File: src/rtl/s3ga_cfg_pkg.sv
// s3ga_cfg_pkg: register map, bit indices and FSM state type for the S3GA config loader
package s3ga_cfg_pkg;
  localparam logic [3:0] OFF_CTRL   = 4'h0;
  localparam logic [3:0] OFF_STATUS = 4'h4;
  localparam logic [3:0] OFF_LEN    = 4'h8;
  localparam logic [3:0] OFF_DATA   = 4'hC;
  localparam int CTRL_START   = 0;
  localparam int CTRL_ABORT   = 1;
  localparam int CTRL_IRQ_EN  = 2;
  localparam int CTRL_FAB_RUN = 3;
  localparam int ST_BUSY  = 0;
  localparam int ST_DONE  = 1;
  localparam int ST_FULL  = 2;
  localparam int ST_EMPTY = 3;
  localparam int ST_OVF   = 4;
  typedef enum logic [2:0] {IDLE, LOAD, WAIT, SHIFT, LATCH, DONE} state_t;
endpackage

File: src/rtl/s3ga_cfg_fifo.sv
// s3ga_cfg_fifo: synchronous FIFO; a push while full only lands when a pop frees the slot that cycle
module s3ga_cfg_fifo #(
  parameter int DEPTH = 4,
  parameter int WIDTH = 32
) (
  input  logic             clk,
  input  logic             rst_n,
  input  logic             push,
  input  logic             pop,
  input  logic             flush,
  input  logic [WIDTH-1:0] din,
  output logic [WIDTH-1:0] dout,
  output logic             full,
  output logic             empty
);
  localparam int AW = $clog2(DEPTH);
  logic [WIDTH-1:0] mem [DEPTH];
  logic [AW:0] wptr, rptr;
  logic do_push, do_pop;
  assign empty = wptr == rptr;
  assign full = (wptr[AW] != rptr[AW]) && (wptr[AW-1:0] == rptr[AW-1:0]);
  assign do_pop = pop & ~empty;
  assign do_push = push & (~full | do_pop);
  assign dout = mem[rptr[AW-1:0]];
  // storage array, no reset needed
  always_ff @(posedge clk)
    if (do_push && !flush) mem[wptr[AW-1:0]] <= din;
  // read/write pointers
  always_ff @(posedge clk or negedge rst_n)
    if (!rst_n) begin
      wptr <= '0;
      rptr <= '0;
    end else if (flush) begin
      wptr <= '0;
      rptr <= '0;
    end else begin
      if (do_push) wptr <= wptr + 1'b1;
      if (do_pop) rptr <= rptr + 1'b1;
    end
endmodule

File: src/rtl/s3ga_cfg_loader.sv
// s3ga_cfg_loader: Wishbone config controller shifting bitstream frames into the S3GA chain
// Optional feature: S3GA_CFG_READBACK_EN captures cfg_di into a readback word returned on DATA reads.
module s3ga_cfg_loader
  import s3ga_cfg_pkg::*;
#(
  parameter logic [31:0] BASE_ADDR  = 32'h3000_0000,
  parameter int          CFG_W      = 8,
  parameter int          FIFO_DEPTH = 4,
  parameter int          LEN_W      = 16
) (
  input  logic             wb_clk_i,
  input  logic             wb_rst_ni,
  input  logic             wbs_cyc_i,
  input  logic             wbs_stb_i,
  input  logic             wbs_we_i,
  input  logic [3:0]       wbs_sel_i,
  input  logic [31:0]      wbs_adr_i,
  input  logic [31:0]      wbs_dat_i,
  output logic [31:0]      wbs_dat_o,
  output logic             wbs_ack_o,
  output logic [CFG_W-1:0] cfg_do,
  output logic             cfg_en,
  output logic             cfg_latch,
  input  logic [CFG_W-1:0] cfg_di,
  output logic             fab_rst_n,
  output logic             cfg_irq
);
  localparam int BEATS = 32 / CFG_W;
  state_t state, nxt;
  logic [LEN_W-1:0] len, remaining;
  logic [5:0] beat;
  logic [31:0] shreg, fifo_dout, rdata, rb_rd, bmask;
  logic [3:0] off;
  logic hit, wr, ctrl_wr, st_wr, len_wr, data_wr, stall, acc;
  logic start, abort, busy, pop, push, full, empty, last_beat;
  logic irq_en, fab_run, done, ovf;
  assign off = wbs_adr_i[3:0];
  assign hit = wbs_cyc_i & wbs_stb_i & ~wbs_ack_o & (wbs_adr_i[31:4] == BASE_ADDR[31:4]);
  assign wr = hit & wbs_we_i;
  assign busy = state != IDLE;
  assign ctrl_wr = wr & (off == OFF_CTRL) & wbs_sel_i[0];
  assign st_wr = wr & (off == OFF_STATUS);
  assign len_wr = wr & (off == OFF_LEN) & ~busy;
  assign data_wr = wr & (off == OFF_DATA) & (wbs_sel_i == 4'hF);
  assign abort = ctrl_wr & wbs_dat_i[CTRL_ABORT];
  assign start = ctrl_wr & wbs_dat_i[CTRL_START] & ~abort & ~busy;
  assign stall = data_wr & full & busy & ~pop;
  assign acc = hit & ~stall;
  assign push = data_wr & (~full | pop);
  assign last_beat = (state == SHIFT) && (beat == 6'(BEATS - 1));
  assign bmask = {{8{wbs_sel_i[3]}}, {8{wbs_sel_i[2]}}, {8{wbs_sel_i[1]}}, {8{wbs_sel_i[0]}}};
  assign cfg_do = shreg[CFG_W-1:0];
  assign cfg_irq = done & irq_en;

  s3ga_cfg_fifo #(.DEPTH(FIFO_DEPTH), .WIDTH(32)) u_fifo (
    .clk  (wb_clk_i),
    .rst_n(wb_rst_ni),
    .push (push),
    .pop  (pop),
    .flush(abort),
    .din  (wbs_dat_i),
    .dout (fifo_dout),
    .full (full),
    .empty(empty)
  );

  // FSM state register
  always_ff @(posedge wb_clk_i or negedge wb_rst_ni)
    if (!wb_rst_ni) state <= IDLE;
    else state <= nxt;

  // FSM next state; abort overrides everything
  always_comb begin
    nxt = state;
    case (state)
      IDLE:  if (start) nxt = (len == '0) ? DONE : LOAD;
      LOAD:  nxt = empty ? WAIT : SHIFT;
      WAIT:  if (!empty) nxt = LOAD;
      SHIFT: if (last_beat) nxt = (remaining == LEN_W'(1)) ? LATCH : LOAD;
      LATCH: nxt = DONE;
      DONE:  nxt = IDLE;
      default: nxt = IDLE;
    endcase
    if (abort) nxt = IDLE;
  end

  // FSM outputs; abort kills chain activity in the same cycle
  always_comb begin
    cfg_en = (state == SHIFT) & ~abort;
    cfg_latch = (state == LATCH) & ~abort;
    pop = (state == LOAD) & ~empty & ~abort;
  end

  // shift datapath: word counter, beat counter, shift register
  always_ff @(posedge wb_clk_i or negedge wb_rst_ni)
    if (!wb_rst_ni) begin
      remaining <= '0;
      beat <= '0;
      shreg <= '0;
    end else begin
      if (start) remaining <= len;
      else if (last_beat) remaining <= remaining - 1'b1;
      beat <= (state == SHIFT && !last_beat) ? beat + 1'b1 : '0;
      if (pop) shreg <= fifo_dout;
      else if (state == SHIFT) shreg <= shreg >> CFG_W;
    end

  // register file and Wishbone response
  always_ff @(posedge wb_clk_i or negedge wb_rst_ni)
    if (!wb_rst_ni) begin
      wbs_ack_o <= 1'b0;
      wbs_dat_o <= '0;
      irq_en <= 1'b0;
      fab_run <= 1'b0;
      len <= '0;
      done <= 1'b0;
      ovf <= 1'b0;
      fab_rst_n <= 1'b0;
    end else begin
      wbs_ack_o <= acc;
      wbs_dat_o <= (acc && !wbs_we_i) ? rdata : '0;
      if (ctrl_wr) begin
        irq_en <= wbs_dat_i[CTRL_IRQ_EN];
        fab_run <= wbs_dat_i[CTRL_FAB_RUN];
      end
      if (len_wr) len <= (len & ~bmask[LEN_W-1:0]) | (wbs_dat_i[LEN_W-1:0] & bmask[LEN_W-1:0]);
      if (state == DONE) done <= 1'b1;
      else if (st_wr && wbs_dat_i[ST_DONE]) done <= 1'b0;
      if (data_wr && full && !busy) ovf <= 1'b1;
      else if (st_wr && wbs_dat_i[ST_OVF]) ovf <= 1'b0;
      fab_rst_n <= fab_run & ~busy;
    end

`ifdef S3GA_CFG_READBACK_EN
  logic [31:0] rb_sh, rb;
  logic [31+CFG_W:0] rb_cat;
  assign rb_cat = {cfg_di, rb_sh};
  assign rb_rd = rb;
  // chain tail enters at the top so the first beat ends in the LSB slice
  always_ff @(posedge wb_clk_i or negedge wb_rst_ni)
    if (!wb_rst_ni) begin
      rb_sh <= '0;
      rb <= '0;
    end else begin
      if (state == SHIFT) rb_sh <= rb_cat[31+CFG_W:CFG_W];
      if (last_beat) rb <= rb_cat[31+CFG_W:CFG_W];
    end
`else
  logic unused_di;
  assign unused_di = ^cfg_di;
  assign rb_rd = '0;
`endif

  // read mux
  always_comb begin
    rdata = '0;
    case (off)
      OFF_CTRL:   rdata = {28'b0, fab_run, irq_en, 2'b0};
      OFF_STATUS: rdata = {27'b0, ovf, empty, full, done, busy};
      OFF_LEN:    rdata = 32'(len);
      OFF_DATA:   rdata = rb_rd;
      default:    rdata = '0;
    endcase
  end
endmodule

File: config.mk
export PLATFORM = sky130hd
export DESIGN_NAME = s3ga_cfg_loader
export DESIGN_NICKNAME = d
export VERILOG_FILES = /design/src/rtl/s3ga_cfg_pkg.sv /design/src/rtl/s3ga_cfg_fifo.sv /design/src/rtl/s3ga_cfg_loader.sv
export SDC_FILE = /design/constraint.sdc
export NUM_CORES = 1
export LEC_CHECK = 0
export ABC_AREA = 0
export CAP_MARGIN = 15
export CELL_PAD_IN_SITES_DETAIL_PLACEMENT = 1
export CELL_PAD_IN_SITES_GLOBAL_PLACEMENT = 1
export CORE_MARGIN = 5
export CORE_UTILIZATION = 46
export DETAILED_ROUTE_END_ITERATION = 6
export PLACE_DENSITY_LB_ADDON = 0.15
export SYNTH_ARGS = -nofsm -noshare
export SYNTH_HDL_FRONTEND = slang
export SYNTH_SLANG_ARGS = --single-unit
File: constraint.sdc
create_clock -name wb_clk_i -period 3.8 [get_ports wb_clk_i]
set_input_delay 0.76 -clock wb_clk_i [delete_from_list [all_inputs] [get_ports wb_clk_i]]
set_output_delay 0.76 -clock wb_clk_i [all_outputs]
set_load 0.005 [all_outputs]
==> out/metrics.yaml <==
placement:
  finalWeightedCongestion: 0.8616
  place_hpwl_um: 16430
  io_buffer_count: 101
timing:
  fin_crit_sh: 0.9406
  rsz0062_at_grt: "false"
  max_slew.worst_pin.slew_ns: 0.7045
  drv_slew: 0
  max_slew_margin: 0.5303
  setup_violations: 0
  fin_crit_ns: 3.574
  tns_ns: 0
  timing.fmax_ghz: 0.2798
  fin_hold_ws_ns: 0.3023
  fin_skew_ns: 0.01472
  hold_viol_final: 0
grt:
  grt_pass1_wl_um: 37920
  grt_pass1_vias: 6803
  grt_max_degree: 52
  grt_remaining_overflow: 0
  grt_use_total: 0.1947
  antenna_found_initial: 1
clock_tree:
  cts.sinks: 229
  postCtsResizedCells: 0
  cts_tree: "built"
  clk_latency_ns: 0.52
  ctsHoldBuffers: 0
  clock_tree.buffer_depth: 3
  cts_made_buffers: 24
  clk_pin_slew_ns: 0.06
  postCtsSetupBuffers: 0
  h-tree-depth: 1
  cts-root-buf: "clkbuf_16"
routing:
  drtIter0Drc: 377
  vias_per_cell: 5.568
  route.detailed.drc: 0
  vias: 6052
  drt-total-wl_um: 23730
  drtPass1Iterations: 5
  ant_nets: 0
  avgRoutedWirePerCell_um: 21.83
yosys:
  synth-main-ff-cell: "edfxtp_1"
  yosysTopAreaCell: "edfxtp_1"
  yosysUniqueCellTypes: 65
  ys_ff_latch: 229
  async_flop_share: 0.4410
  netlist_area_mm2: 0.01004
  synth_top_area_share: 0.3829
  syn_inst: 673
  synthTopCellsByArea: "edfxtp_1 (38%), dfrtp_1 (25%), mux4_2 (7.2%), nand2_1 (3.0%), mux2_4 (2.4%)"
  yosysWarnings: 0
  yosysSeqAreaShare: 0.6346
  syn_avg_cell_area_um2: 14.92
  synth-edff-count: 128
run:
  maxCapViolCount: 0
setup_path:
  reg2reg_slack_ns: 1.25
  cp.arrival_ns: 2.81
  worst_setup_path_end_kind: "primary output"
  crit_path_max_fanout: 4
  startpoint_type: "primary input"
  cpMostUsedCell: "clkdlybuf4s50_1"
  crit_path_cell_trace: "clkdlybuf4s50_1 -> and3b_1 -> and4_1 -> and3_1 -> nor4_1 -> clkdlybuf4s50_1"
  path_class: "primary input to primary output"
  critPathMaxStageDelay_ns: 0.60
  worstPathRequired_ns: 3.04
  crit_path_top_delay_cell: "clkdlybuf4s50_1"
floorplan:
  start_util: 0.4629
  dieArea_mm2: 0.02488
  die_w_um: 157.7
  die_height_um: 157.7
  coreArea_mm2: 0.02169
  row_count: 54
  ios: 126
pwr:
  p_switching_mw: 1.094
  clock_power_share: 0.463
  seqPwrFrac: 0.498
  p_int_mw: 4.224
  ir_drop_uv: 260.6
  leakagePower_nw: 4.691
  power.density_mw_per_mm2: 434.8
  swShare: 0.2057
  combPwrFrac: 0.039
worst_hold_path:
  min_path_type: "primary input to async pin"
final_layout:
  diodes: 0
  layout-drive-gt1-share: 0.1983
  syn2layout_area_growth_pct: 21.82
  final_util: 0.5639
  nets: 878
status:
  status: "complete, no violations"
## cells by family after synthesis
logic type,after synthesis,share of synthesized area
simple gates,224,0.1380
other cells,1,0.0003735
fa+ha+maj,8,0.009970
xor+xnor,15,0.01309
mux,72,0.1221
buf+inv,64,0.03627
flops,229,0.6346
compound gates,60,0.04562
## synthesized netlist by cell type, types with 8 or more instances
master / n
a221o_1: 11
nand3_1: 22
and2_1: 23
edfxtp_1: 128
nor3_1: 9
clkbuf_1: 11
dfrtp_1: 101
nand2_1: 81
inv_1: 14
xnor2_1: 9
buf_2: 9
nor2_1: 24
buf_4: 26
o21ai_0: 13
mux2_4: 16
mux2_2: 20
mux4_2: 32
ha_1: 8
## power groups by stage
stage	Sequential [mW]	Combinational [mW]	Clock (mW)
2_1_floorplan	2.69	0.0836	0
3_3_place_gp	2.70	0.202	0
3_5_place_dp	2.70	0.212	0
4_1_cts	2.65	0.212	2.52
5_1_grt	2.65	0.228	2.64
6_report	2.65	0.209	2.46
## sequential cells by signal (all words and copies together), names as in the netlist, 3 cells and up, named ones only
register     cells
state            3
u_fifo.wptr      3
shreg           32
beat             6
u_fifo.mem     128
u_fifo.rptr      3
wbs_dat_o       16
remaining       16
## critical path, delay by kind of cell
kind / cells / cell delay (ns)
buf+inv: 2 / 1.05
simple gates: 4 / 1.00
## cell type report
cell class	count	area [um2]
fillers	2049	9458
flip-flops and latches	229	6372
multi-input cells	395	3368
repair buffers	125	1239
clock buffers	28	645.6
well taps	280	350.3
clock inverters	16	202.7
inverters	14	52.55
## cells in the final DEF, fill, tap and decap left out, types with 6 or more instances in the layout
cell type / Yosys / final
nor4_4: 6 / 6
dfrtp_1: 101 / 100
mux2_4: 16 / 16
a21oi_1: 6 / 6
nand3_1: 22 / 22
nor2_1: 24 / 21
clkbuf_16: 0 / 24
buf_4: 26 / 21
nor4_1: 6 / 6
nand2_1: 81 / 81
mux2_2: 20 / 20
conb_1: 1 / 16
a221o_1: 11 / 11
nor2b_1: 6 / 6
nor3_1: 9 / 9
clkdlybuf4s50_1: 0 / 100
ha_1: 8 / 8
xor2_1: 6 / 6
mux4_2: 32 / 32
inv_1: 14 / 14
and2_1: 23 / 23
edfxtp_1: 128 / 128
xnor2_1: 9 / 9
o21ai_0: 13 / 13
## metrics by stage
| step | power [mW] | setup slack [ns] | instances | cell area, um2 |
|---|---|---|---|---|
| floorplan | 2.769 | 0.2172 | 688 | 10100 |
| global placement | 2.899 | 0.1935 | 1043 | 11380 |
| detailed placement | 2.908 | 0.2412 | 1043 | 11380 |
| CTS | 5.379 | 0.2196 | 1087 | 12230 |
| global route | 5.518 | 0.1633 | 1087 | 12230 |
| finish | 5.318 | 0.2258 | 1087 | 12230 |
## per-layer routing
layer | GRT usage | vias to the layer above | part of all wire
li1 | - | 2720 | -
met1 | 0.2687 | 3115 | 0.44
met2 | 0.3296 | 188 | 0.49
met3 | 0.03335 | 27 | 0.059
met4 | 0.03769 | 2 | 0.013
met5 | 0 | - | 0.00055
## worst paths after layout
check / startpoint / endpoint / cells after the start
min in group wb_clk_i: beat[0]$_DFF_PN0_ / beat[0]$_DFF_PN0_ / 1
hold / removal: wb_rst_ni / wbs_dat_o[6]$_DFF_PN0_ / 1
hold reg to reg: beat[0]$_DFF_PN0_ / beat[0]$_DFF_PN0_ / 1
setup / recovery: wbs_adr_i[26] / cfg_latch / 6
setup reg to reg: beat[0]$_DFF_PN0_ / remaining[9]$_DFFE_PN0P_ / 6
max in group asynchronous: wb_rst_ni / beat[0]$_DFF_PN0_ / 2
Note: power is estimated with default switching activity, not from simulation.
